===== src/rtl/avalon_camera_mbuf_pkg.sv =====
// Camera register-file package: word addresses, camera_config reset
// defaults and small helpers shared by the avalon_camera_mbuf files.
package camera_regs_pkg;

    localparam logic [5:0] ADDR_CTRL     = 6'h00;
    localparam logic [5:0] ADDR_CAP_W    = 6'h01;
    localparam logic [5:0] ADDR_CAP_H    = 6'h02;
    localparam logic [5:0] ADDR_FULL     = 6'h03;
    localparam logic [5:0] ADDR_OVERRUN  = 6'h04;
    localparam logic [5:0] ADDR_STANDBY  = 6'h05;
    localparam logic [5:0] ADDR_LINE_CNT = 6'h06;
    localparam logic [5:0] ADDR_IRQ_MASK = 6'h07;
    localparam logic [5:0] ADDR_CFG_BASE = 6'h09;
    localparam logic [5:0] ADDR_BUFF_BASE = 6'h20;
    localparam logic [5:0] ADDR_SOFT_RST = 6'h3F;

    localparam int NUM_CFG = 9;

    localparam logic [15:0] DEF_WIDTH     = 16'd320;
    localparam logic [15:0] DEF_HEIGHT    = 16'd240;
    localparam logic [15:0] DEF_START_ROW = 16'h0036;
    localparam logic [15:0] DEF_START_COL = 16'h0010;
    localparam logic [15:0] DEF_ROW_SIZE  = 16'h059f;
    localparam logic [15:0] DEF_COL_SIZE  = 16'h077f;
    localparam logic [15:0] DEF_ROW_MODE  = 16'h0002;
    localparam logic [15:0] DEF_COL_MODE  = 16'h0002;
    localparam logic [15:0] DEF_EXPOSURE  = 16'h07c0;

    function automatic logic [3:0] popcount8(
        input logic [7:0] v
    );
        logic [3:0] c;
        c = '0;
        for (int i = 0; i < 8; i++) begin
            c = c + {3'b000, v[i]};
        end
        return c;
    endfunction

    // Expand Avalon byte enables to a 32-bit bit mask.
    function automatic logic [31:0] be_mask(
        input logic [3:0] be
    );
        return {{8{be[3]}}, {8{be[2]}},
                {8{be[1]}}, {8{be[0]}}};
    endfunction

endpackage


===== src/rtl/avalon_camera_mbuf_if.sv =====
// Avalon-MM slave bundle for the camera register file.
// master: bus side (drives strobes); slave: register file side.
interface avalon_camera_mbuf_if;

    logic [5:0]  avs_s1_address;
    logic        avs_s1_read;
    logic        avs_s1_readdatavalid;
    logic [31:0] avs_s1_readdata;
    logic        avs_s1_write;
    logic [31:0] avs_s1_writedata;
    logic [3:0]  avs_s1_byteenable;
    logic        avs_s1_irq;

    modport master (
        output avs_s1_address,
        output avs_s1_read,
        output avs_s1_write,
        output avs_s1_writedata,
        output avs_s1_byteenable,
        input  avs_s1_readdatavalid,
        input  avs_s1_readdata,
        input  avs_s1_irq
    );

    modport slave (
        input  avs_s1_address,
        input  avs_s1_read,
        input  avs_s1_write,
        input  avs_s1_writedata,
        input  avs_s1_byteenable,
        output avs_s1_readdatavalid,
        output avs_s1_readdata,
        output avs_s1_irq
    );

endinterface


===== src/rtl/avalon_camera_mbuf_flag_sync.sv =====
// cam_flag_sync: synchronises one buffer-full input, edge-detects it and
// keeps sticky FULL / OVERRUN bits with W1C clears (set beats clear).
module cam_flag_sync #(
    parameter int SYNC_STAGES = 2
) (
    input  logic clk,
    input  logic reset_n,
    input  logic async_in,
    input  logic clr,
    input  logic clr_ovr,
    output logic set_pulse,
    output logic full,
    output logic overrun
);

    logic [SYNC_STAGES-1:0] sync_q, sync_d;
    logic prev_q, prev_d;
    logic full_q, full_d;
    logic ovr_q, ovr_d;

    always_comb begin
        sync_d = {sync_q[SYNC_STAGES-2:0], async_in};
        prev_d = sync_q[SYNC_STAGES-1];
        set_pulse = sync_q[SYNC_STAGES-1] & ~prev_q;
        full_d = (full_q & ~clr) | set_pulse;
        // A set that lands on a same-cycle clear is a fresh fill.
        ovr_d = (ovr_q & ~clr_ovr)
              | (set_pulse & full_q & ~clr);
    end

    always_ff @(posedge clk or negedge reset_n) begin
        if (!reset_n) begin
            sync_q <= '0;
            prev_q <= 1'b0;
            full_q <= 1'b0;
            ovr_q  <= 1'b0;
        end else begin
            sync_q <= sync_d;
            prev_q <= prev_d;
            full_q <= full_d;
            ovr_q  <= ovr_d;
        end
    end

    assign full    = full_q;
    assign overrun = ovr_q;

endmodule


===== src/rtl/avalon_camera_mbuf.sv =====
// Camera control register file (Avalon-MM slave) for NUM_BUFF line buffers.
// Ports: clk/reset_n, avs bus (slave modport), avs_export_* to capture/config.
// Optional interrupt: define CAMERA_IRQ_EN to build IRQ_MASK and avs_s1_irq.
module avalon_camera_mbuf
    import camera_regs_pkg::*;
#(
    parameter int          NUM_BUFF    = 4,
    parameter int          SYNC_STAGES = 2,
    parameter logic [15:0] WIDTH       = DEF_WIDTH,
    parameter logic [15:0] HEIGHT      = DEF_HEIGHT,
    parameter logic [15:0] START_ROW   = DEF_START_ROW,
    parameter logic [15:0] START_COL   = DEF_START_COL,
    parameter logic [15:0] ROW_SIZE    = DEF_ROW_SIZE,
    parameter logic [15:0] COL_SIZE    = DEF_COL_SIZE,
    parameter logic [15:0] ROW_MODE    = DEF_ROW_MODE,
    parameter logic [15:0] COL_MODE    = DEF_COL_MODE,
    parameter logic [15:0] EXPOSURE    = DEF_EXPOSURE
) (
    input  logic                    clk,
    input  logic                    reset_n,
    avalon_camera_mbuf_if.slave     avs,
    output logic                    avs_export_start_capture,
    output logic [23:0]             avs_export_capture_width,
    output logic [23:0]             avs_export_capture_height,
    output logic [32*NUM_BUFF-1:0]  avs_export_buff,
    input  logic [NUM_BUFF-1:0]     avs_export_buff_full,
    input  logic                    avs_export_capture_standby,
    output logic [15:0]             avs_export_width,
    output logic [15:0]             avs_export_height,
    output logic [15:0]             avs_export_start_row,
    output logic [15:0]             avs_export_start_col,
    output logic [15:0]             avs_export_row_size,
    output logic [15:0]             avs_export_col_size,
    output logic [15:0]             avs_export_row_mode,
    output logic [15:0]             avs_export_col_mode,
    output logic [15:0]             avs_export_exposure,
    output logic                    avs_export_cam_soft_reset_n
);

    localparam logic [16*NUM_CFG-1:0] CFG_RST = {
        EXPOSURE, COL_MODE, ROW_MODE, COL_SIZE, ROW_SIZE,
        START_COL, START_ROW, HEIGHT, WIDTH
    };

    logic                          ctrl_q, ctrl_d;
    logic [23:0]                   cap_w_q, cap_w_d;
    logic [23:0]                   cap_h_q, cap_h_d;
    logic [NUM_CFG-1:0][15:0]      cfg_q, cfg_d;
    logic [NUM_BUFF-1:0][31:0]     buff_q, buff_d;
    logic                          soft_rst_q, soft_rst_d;
    logic [23:0]                   line_cnt_q, line_cnt_d;
    logic                          rdv_q, rdv_d;
    logic [31:0]                   rdata_q, rdata_d;

    logic [5:0]                    addr;
    logic                          wr_en;
    logic [3:0]                    be;
    logic [31:0]                   wdata;
    logic [31:0]                   bmask;
    logic [31:0]                   wmask;
    logic [NUM_BUFF-1:0]           set_pulse;
    logic [NUM_BUFF-1:0]           full_vec;
    logic [NUM_BUFF-1:0]           ovr_vec;
    logic [NUM_BUFF-1:0]           full_clr;
    logic [NUM_BUFF-1:0]           ovr_clr;
    logic [7:0]                    pulse8;
    logic [24:0]                   lc_sum;
    logic                          ctrl_rise;

    for (genvar i = 0; i < NUM_BUFF; i++) begin : g_flag
        cam_flag_sync #(
            .SYNC_STAGES (SYNC_STAGES)
        ) u_flag (
            .clk       (clk),
            .reset_n   (reset_n),
            .async_in  (avs_export_buff_full[i]),
            .clr       (full_clr[i]),
            .clr_ovr   (ovr_clr[i]),
            .set_pulse (set_pulse[i]),
            .full      (full_vec[i]),
            .overrun   (ovr_vec[i])
        );
    end

    always_comb begin
        addr  = avs.avs_s1_address;
        wr_en = avs.avs_s1_write;
        be    = avs.avs_s1_byteenable;
        wdata = avs.avs_s1_writedata;
        bmask = be_mask(be);
        wmask = wdata & bmask;
        full_clr = '0;
        ovr_clr  = '0;
        if (wr_en && addr == ADDR_FULL) begin
            full_clr = wmask[NUM_BUFF-1:0];
        end
        if (wr_en && addr == ADDR_OVERRUN) begin
            ovr_clr = wmask[NUM_BUFF-1:0];
        end
    end

    // RW register writes with byte-lane merge.
    always_comb begin
        ctrl_d     = ctrl_q;
        cap_w_d    = cap_w_q;
        cap_h_d    = cap_h_q;
        cfg_d      = cfg_q;
        buff_d     = buff_q;
        soft_rst_d = soft_rst_q;
        if (wr_en) begin
            case (addr)
                ADDR_CTRL: begin
                    if (be[0]) ctrl_d = wdata[0];
                end
                ADDR_CAP_W: begin
                    cap_w_d = (cap_w_q & ~bmask[23:0])
                            | wmask[23:0];
                end
                ADDR_CAP_H: begin
                    cap_h_d = (cap_h_q & ~bmask[23:0])
                            | wmask[23:0];
                end
                ADDR_SOFT_RST: begin
                    if (be[0]) soft_rst_d = wdata[0];
                end
                default: ;
            endcase
            for (int k = 0; k < NUM_CFG; k++) begin
                if (addr == ADDR_CFG_BASE + 6'(k)) begin
                    cfg_d[k] = (cfg_q[k] & ~bmask[15:0])
                             | wmask[15:0];
                end
            end
            for (int i = 0; i < NUM_BUFF; i++) begin
                if (addr == ADDR_BUFF_BASE + 6'(i)) begin
                    buff_d[i] = (buff_q[i] & ~bmask) | wmask;
                end
            end
        end
    end

    // Line counter: adds this cycle's set pulses, saturates,
    // and a 0->1 write of CTRL[0] clears it over any pulses.
    always_comb begin
        ctrl_rise = wr_en && addr == ADDR_CTRL && be[0]
                 && wdata[0] && !ctrl_q;
        pulse8 = '0;
        pulse8[NUM_BUFF-1:0] = set_pulse;
        lc_sum = {1'b0, line_cnt_q}
               + {21'b0, popcount8(pulse8)};
        if (ctrl_rise) begin
            line_cnt_d = '0;
        end else if (lc_sum[24]) begin
            line_cnt_d = '1;
        end else begin
            line_cnt_d = lc_sum[23:0];
        end
    end

`ifdef CAMERA_IRQ_EN
    logic [NUM_BUFF:0] mask_q, mask_d;
    logic              irq_q, irq_d;

    always_comb begin
        mask_d = mask_q;
        if (wr_en && addr == ADDR_IRQ_MASK) begin
            mask_d = (mask_q & ~bmask[NUM_BUFF:0])
                   | wmask[NUM_BUFF:0];
        end
        irq_d = (|(full_vec & mask_q[NUM_BUFF-1:0]))
              | ((|ovr_vec) & mask_q[NUM_BUFF]);
    end

    always_ff @(posedge clk or negedge reset_n) begin
        if (!reset_n) begin
            mask_q <= '0;
            irq_q  <= 1'b0;
        end else begin
            mask_q <= mask_d;
            irq_q  <= irq_d;
        end
    end

    assign avs.avs_s1_irq = irq_q;
`else
    assign avs.avs_s1_irq = 1'b0;
`endif

    // Read mux samples pre-write state, so a same-cycle
    // write never shows up in the returned word.
    always_comb begin
        rdv_d   = avs.avs_s1_read;
        rdata_d = rdata_q;
        if (avs.avs_s1_read) begin
            rdata_d = '0;
            case (addr)
                ADDR_CTRL:     rdata_d[0] = ctrl_q;
                ADDR_CAP_W:    rdata_d[23:0] = cap_w_q;
                ADDR_CAP_H:    rdata_d[23:0] = cap_h_q;
                ADDR_FULL:     rdata_d[NUM_BUFF-1:0] = full_vec;
                ADDR_OVERRUN:  rdata_d[NUM_BUFF-1:0] = ovr_vec;
                ADDR_STANDBY:
                    rdata_d[0] = avs_export_capture_standby;
                ADDR_LINE_CNT: rdata_d[23:0] = line_cnt_q;
`ifdef CAMERA_IRQ_EN
                ADDR_IRQ_MASK: rdata_d[NUM_BUFF:0] = mask_q;
`endif
                ADDR_SOFT_RST: rdata_d[0] = soft_rst_q;
                default: ;
            endcase
            for (int k = 0; k < NUM_CFG; k++) begin
                if (addr == ADDR_CFG_BASE + 6'(k)) begin
                    rdata_d[15:0] = cfg_q[k];
                end
            end
            for (int i = 0; i < NUM_BUFF; i++) begin
                if (addr == ADDR_BUFF_BASE + 6'(i)) begin
                    rdata_d = buff_q[i];
                end
            end
        end
    end

    always_ff @(posedge clk or negedge reset_n) begin
        if (!reset_n) begin
            ctrl_q     <= 1'b0;
            cap_w_q    <= '0;
            cap_h_q    <= '0;
            cfg_q      <= CFG_RST;
            buff_q     <= '0;
            soft_rst_q <= 1'b1;
            line_cnt_q <= '0;
            rdv_q      <= 1'b0;
            rdata_q    <= '0;
        end else begin
            ctrl_q     <= ctrl_d;
            cap_w_q    <= cap_w_d;
            cap_h_q    <= cap_h_d;
            cfg_q      <= cfg_d;
            buff_q     <= buff_d;
            soft_rst_q <= soft_rst_d;
            line_cnt_q <= line_cnt_d;
            rdv_q      <= rdv_d;
            rdata_q    <= rdata_d;
        end
    end

    assign avs.avs_s1_readdatavalid  = rdv_q;
    assign avs.avs_s1_readdata       = rdata_q;
    assign avs_export_start_capture  = ctrl_q;
    assign avs_export_capture_width  = cap_w_q;
    assign avs_export_capture_height = cap_h_q;
    assign avs_export_buff           = buff_q;
    assign avs_export_width          = cfg_q[0];
    assign avs_export_height         = cfg_q[1];
    assign avs_export_start_row      = cfg_q[2];
    assign avs_export_start_col      = cfg_q[3];
    assign avs_export_row_size       = cfg_q[4];
    assign avs_export_col_size       = cfg_q[5];
    assign avs_export_row_mode       = cfg_q[6];
    assign avs_export_col_mode       = cfg_q[7];
    assign avs_export_exposure       = cfg_q[8];
    assign avs_export_cam_soft_reset_n = soft_rst_q;

endmodule

===== src/flat_wrapper.sv =====
// flat-port wrapper written by rule: the top's interface ports become plain ports
module avalon_camera_mbuf_flat import camera_regs_pkg::*;
#(
    parameter int          NUM_BUFF    = 4,
    parameter int          SYNC_STAGES = 2,
    parameter logic [15:0] WIDTH       = DEF_WIDTH,
    parameter logic [15:0] HEIGHT      = DEF_HEIGHT,
    parameter logic [15:0] START_ROW   = DEF_START_ROW,
    parameter logic [15:0] START_COL   = DEF_START_COL,
    parameter logic [15:0] ROW_SIZE    = DEF_ROW_SIZE,
    parameter logic [15:0] COL_SIZE    = DEF_COL_SIZE,
    parameter logic [15:0] ROW_MODE    = DEF_ROW_MODE,
    parameter logic [15:0] COL_MODE    = DEF_COL_MODE,
    parameter logic [15:0] EXPOSURE    = DEF_EXPOSURE
)
  (clk, reset_n, avs_export_start_capture, avs_export_capture_width, avs_export_capture_height, avs_export_buff, avs_export_buff_full, avs_export_capture_standby, avs_export_width, avs_export_height, avs_export_start_row, avs_export_start_col, avs_export_row_size, avs_export_col_size, avs_export_row_mode, avs_export_col_mode, avs_export_exposure, avs_export_cam_soft_reset_n, avs_avs_s1_address, avs_avs_s1_read, avs_avs_s1_write, avs_avs_s1_writedata, avs_avs_s1_byteenable, avs_avs_s1_readdatavalid, avs_avs_s1_readdata, avs_avs_s1_irq);
  avalon_camera_mbuf_if avs_i ();
  input  logic clk;
  input  logic reset_n;
  output logic avs_export_start_capture;
  output logic [23:0] avs_export_capture_width;
  output logic [23:0] avs_export_capture_height;
  output logic [32*NUM_BUFF-1:0] avs_export_buff;
  input  logic [NUM_BUFF-1:0] avs_export_buff_full;
  input  logic avs_export_capture_standby;
  output logic [15:0] avs_export_width;
  output logic [15:0] avs_export_height;
  output logic [15:0] avs_export_start_row;
  output logic [15:0] avs_export_start_col;
  output logic [15:0] avs_export_row_size;
  output logic [15:0] avs_export_col_size;
  output logic [15:0] avs_export_row_mode;
  output logic [15:0] avs_export_col_mode;
  output logic [15:0] avs_export_exposure;
  output logic avs_export_cam_soft_reset_n;
  input wire logic [$bits(avs_i.avs_s1_address)-1:0] avs_avs_s1_address;
  input wire logic [$bits(avs_i.avs_s1_read)-1:0] avs_avs_s1_read;
  input wire logic [$bits(avs_i.avs_s1_write)-1:0] avs_avs_s1_write;
  input wire logic [$bits(avs_i.avs_s1_writedata)-1:0] avs_avs_s1_writedata;
  input wire logic [$bits(avs_i.avs_s1_byteenable)-1:0] avs_avs_s1_byteenable;
  output wire logic [$bits(avs_i.avs_s1_readdatavalid)-1:0] avs_avs_s1_readdatavalid;
  output wire logic [$bits(avs_i.avs_s1_readdata)-1:0] avs_avs_s1_readdata;
  output wire logic [$bits(avs_i.avs_s1_irq)-1:0] avs_avs_s1_irq;
  assign avs_i.avs_s1_address = avs_avs_s1_address;
  assign avs_i.avs_s1_read = avs_avs_s1_read;
  assign avs_i.avs_s1_write = avs_avs_s1_write;
  assign avs_i.avs_s1_writedata = avs_avs_s1_writedata;
  assign avs_i.avs_s1_byteenable = avs_avs_s1_byteenable;
  assign avs_avs_s1_readdatavalid = avs_i.avs_s1_readdatavalid;
  assign avs_avs_s1_readdata = avs_i.avs_s1_readdata;
  assign avs_avs_s1_irq = avs_i.avs_s1_irq;
  avalon_camera_mbuf #(.NUM_BUFF(NUM_BUFF), .SYNC_STAGES(SYNC_STAGES), .WIDTH(WIDTH), .HEIGHT(HEIGHT), .START_ROW(START_ROW), .START_COL(START_COL), .ROW_SIZE(ROW_SIZE), .COL_SIZE(COL_SIZE), .ROW_MODE(ROW_MODE), .COL_MODE(COL_MODE), .EXPOSURE(EXPOSURE)) u_core (.clk(clk), .reset_n(reset_n), .avs(avs_i), .avs_export_start_capture(avs_export_start_capture), .avs_export_capture_width(avs_export_capture_width), .avs_export_capture_height(avs_export_capture_height), .avs_export_buff(avs_export_buff), .avs_export_buff_full(avs_export_buff_full), .avs_export_capture_standby(avs_export_capture_standby), .avs_export_width(avs_export_width), .avs_export_height(avs_export_height), .avs_export_start_row(avs_export_start_row), .avs_export_start_col(avs_export_start_col), .avs_export_row_size(avs_export_row_size), .avs_export_col_size(avs_export_col_size), .avs_export_row_mode(avs_export_row_mode), .avs_export_col_mode(avs_export_col_mode), .avs_export_exposure(avs_export_exposure), .avs_export_cam_soft_reset_n(avs_export_cam_soft_reset_n));
endmodule

===== config.mk =====
export PLATFORM = sky130hd
export DESIGN_NAME = avalon_camera_mbuf_flat
export DESIGN_NICKNAME = d
export VERILOG_FILES = /design/src/rtl/avalon_camera_mbuf_pkg.sv /design/src/rtl/avalon_camera_mbuf_if.sv /design/src/rtl/avalon_camera_mbuf_flag_sync.sv /design/src/rtl/avalon_camera_mbuf.sv /design/src/flat_wrapper.sv
export SDC_FILE = /design/constraint.sdc
export NUM_CORES = 1
export LEC_CHECK = 0
export ABC_AREA = 1
export BUFFER_PORTS_ARGS = -buffer_cell sky130_fd_sc_hd__buf_2
export CORE_ASPECT_RATIO = 0.8
export CORE_UTILIZATION = 54
export CTS_CLUSTER_SIZE = 16
export DETAILED_ROUTE_END_ITERATION = 8
export PLACE_DENSITY = 0.8
export SYNTH_ARGS = -nofsm -noshare
export SYNTH_HDL_FRONTEND = slang
export SYNTH_SLANG_ARGS = --single-unit

===== constraint.sdc =====
create_clock -name clk -period 4.5 [get_ports clk]
set_input_delay 0.675 -clock clk [delete_from_list [all_inputs] [get_ports clk]]
set_output_delay 0.675 -clock clk [all_outputs]
set_load 0.005 [all_outputs]

==> results.json <==
{
  "status": "finished clean",
  "fin_ws_ns": 0.7524,
  "drc": 0,
  "grt_pass1_vias": 15960,
  "setup-violations-final": 0,
  "post-route-period-util": 0.8328,
  "cts-resized-gates": 0,
  "n_antenna_cell": 0,
  "cts_buffer_depth": 3,
  "end_kind": "register",
  "die_x_um": 204.0,
  "fin_skew_ns": 0.008867,
  "layout-drive-gt1-share": 0.2249,
  "postSynthCellCount": 2114,
  "vias": 17120,
  "drv_slew": 0,
  "vdd_drop_max_mv": 0.3302,
  "arrival_ns": 4.24,
  "synth.area.mux_share": 0,
  "ys_types": 39,
  "cts_root_buf": "clkbuf_16",
  "yosysWarnings": 0,
  "critPathKind": "reg2reg",
  "grt_pass1_wl_um": 95120,
  "critPathLaunchType": "register",
  "crit_fanout": 4,
  "die-area_um2": 33380,
  "wl_um": 63170,
  "htreeDepth": 2,
  "insertion_delay_ns": 0.55,
  "synth_top_family_by_area": "simple AND/OR/NAND/NOR gates",
  "routed_via_density": 5.828,
  "pre_cts_ws_ns": 0.8039,
  "hold_buffers": 0,
  "required_ns": 4.99,
  "fin_area_um2": 21340,
  "synth_seq_area_share": 0.5690,
  "clkSlewWorstSetupHoldPaths_ns": 0.06,
  "rsz0062_at_grt": "false",
  "ys_ff_latch": 399,
  "dp_hpwl_um": 45160,
  "setup_tns_ns": 0,
  "gr-total-overflow": 0,
  "syn-num-nets": 2172,
  "fp-row-count": 58,
  "p_per_area_nw_per_um2": 414.2,
  "core_um2": 31790,
  "place_congestion": 0.9493,
  "max_cap_viol_count": 0,
  "synth-simple-area-share": 0.2291,
  "worstMarginPinSlew_ns": 0.9960,
  "relSlewSlack": 0.3360,
  "cts.sink_count": 399,
  "wire_per_inst_um": 21.51,
  "synth_compound_area_frac": 0.1322,
  "synth_xor_area_frac": 0.005962,
  "synthToLayoutAreaGrowth_pct": 21.08,
  "hold_viol": 0,
  "leakagePower_uw": 0.01113,
  "fin_crit_ns": 3.748,
  "hp-class": "in2async",
  "max_freq_mhz": 266.8,
  "postCtsSetupBuffers": 0,
  "initial_utilization": 0.5546,
  "synth_area_um2": 17630,
  "postPlaceCellArea_um2": 20000,
  "avgSynthCellArea_um2": 8.339,
  "numCtsBuffers": 40,
  "detail_route.first_pass.iterations": 5,
  "cts_tree": "done",
  "io_buffer_count": 405,
  "r2r_setup_slack_ns": 0.75,
  "nets": 2543,
  "synthAdderAreaFrac": 0.005820,
  "chipHeight_um": 163.6,
  "drtIter0Drc": 2002,
  "grtUsageTotal": 0.3798,
  "hold_slack_ns": 0.2085,
  "grt_max_degree": 121,
  "antenna_found_initial": 0,
  "io_pins": 407,
  "drtAntennaViolNets": 0
}
## kinds of logic after synthesis
kind of cell             count (synthesis)
flip-flops                             399
buffers and inverters                  266
XOR/XNOR                                12
AO/OA/AOI/OAI                          446
adder cells (fa/ha/maj)                  7
AND/OR/NAND/NOR                        983
other                                    1
## where the power goes
group	total, uW	switching [uW]	internal, uW
Clock	3460	1480	1990
Sequential	4250	312	3940
Combinational	1130	701	425
Total	8840	2490	6350
## metrics by stage
step           instances  utilization  total power [uW]
5_1_grt             2937       0.6715              9154
4_1_cts             2937       0.6715              8828
3_5_place_dp        2863       0.6291              5406
6_report            2937       0.6715              8842
2_1_floorplan       2114            -              4732
3_3_place_gp        2863       0.6291              5357
## worst max-delay path, stage by stage, from the launching register on
cell     delay, ns
dfrtp_1       0.38
inv_1         0.09
nor2_1        0.05
ha_1          0.30
inv_1         0.08
fa_1          0.42
inv_1         0.07
ha_1          0.16
inv_1         0.06
fa_1          0.43
o22ai_1       0.18
nand2_1       0.14
nor2_2        0.19
nand3_2       0.12
nor2_2        0.18
nand3_2       0.16
nor2_2        0.20
nand2_1       0.09
o21ai_0       0.09
a21oi_1       0.06
or2_1         0.20
inv_1         0.05
## path summary, 6_finish.rpt
check / startpoint / end / depth (start not counted)
max: u_core.g_flag[1].u_flag.sync_q[1]$_DFF_PN0_ / u_core.line_cnt_q[17]$_DFF_PN0_ / 21
min: reset_n / u_core.g_flag[3].u_flag.prev_q$_DFF_PN0_ / 1
max reg2reg: u_core.g_flag[1].u_flag.sync_q[1]$_DFF_PN0_ / u_core.line_cnt_q[17]$_DFF_PN0_ / 21
min reg2reg: u_core.g_flag[2].u_flag.sync_q[0]$_DFF_PN0_ / u_core.g_flag[2].u_flag.sync_q[1]$_DFF_PN0_ / 0
max in group asynchronous: reset_n / async pin / 2
min in group clk: avs_export_buff_full[3] / u_core.g_flag[3].u_flag.sync_q[0]$_DFF_PN0_ / 1
## per-layer routing
| metal | global-route usage | routed length (um) | up-vias |
|---|---|---|---|
| met1 | 0.5390 | 25110 | 8187 |
| met4 | 0.1465 | 2494 | 0 |
| met3 | 0.08340 | 7608 | 166 |
| met2 | 0.5711 | 27950 | 1155 |
| met5 | 0 | 0 | - |
| li1 | - | - | 7608 |
## cell type report
type | count | area [um2]
Tap cell | 420 | 525.5
Sequential cell | 399 | 10030
Multi-Input combinational cell | 1449 | 6601
Fill cell | 2628 | 10440
Clock inverter | 14 | 140.1
Clock buffer | 60 | 1207
Inverter | 173 | 649.4
Timing Repair Buffer | 422 | 2190
## placed cells by master (no fill, tap or decap), types with 12 or more instances in the layout
master     instances
inv_1            160
dfrtp_1          362
buf_2            404
o21ai_1           54
o21ai_0          279
inv_2             12
clkbuf_16         41
nand2_1          693
dfstp_2           37
buf_4             15
nand3_1           47
a21oi_1           62
nand4_1           51
o22ai_1           30
nor2_1           147
## synthesized netlist by cell type, drive strengths merged
master	instances	area, um2
conb	1	3.750
clkinv	1	3.750
o31ai	6	45.04
nor2	164	678.1
nand4	51	319.1
and3	1	6.260
a221oi	8	70.07
a31oi	2	12.51
o21ai	333	1667
a22o	1	8.760
xnor2	2	17.52
dfstp	37	972.2
fa	2	40.04
nand2	695	2614
nor4	2	12.51
a21oi	62	310.3
or2	9	56.30
xor2	10	87.58
nand3	51	275.3
buf	12	62.56
clkbuf	81	304.0
nor3	9	71.32
inv	172	645.6
ha	5	62.56
or3	1	6.260
dfrtp	362	9059
o22ai	30	187.7
o211ai	4	30.03
Power figures use the tool's default switching activity.
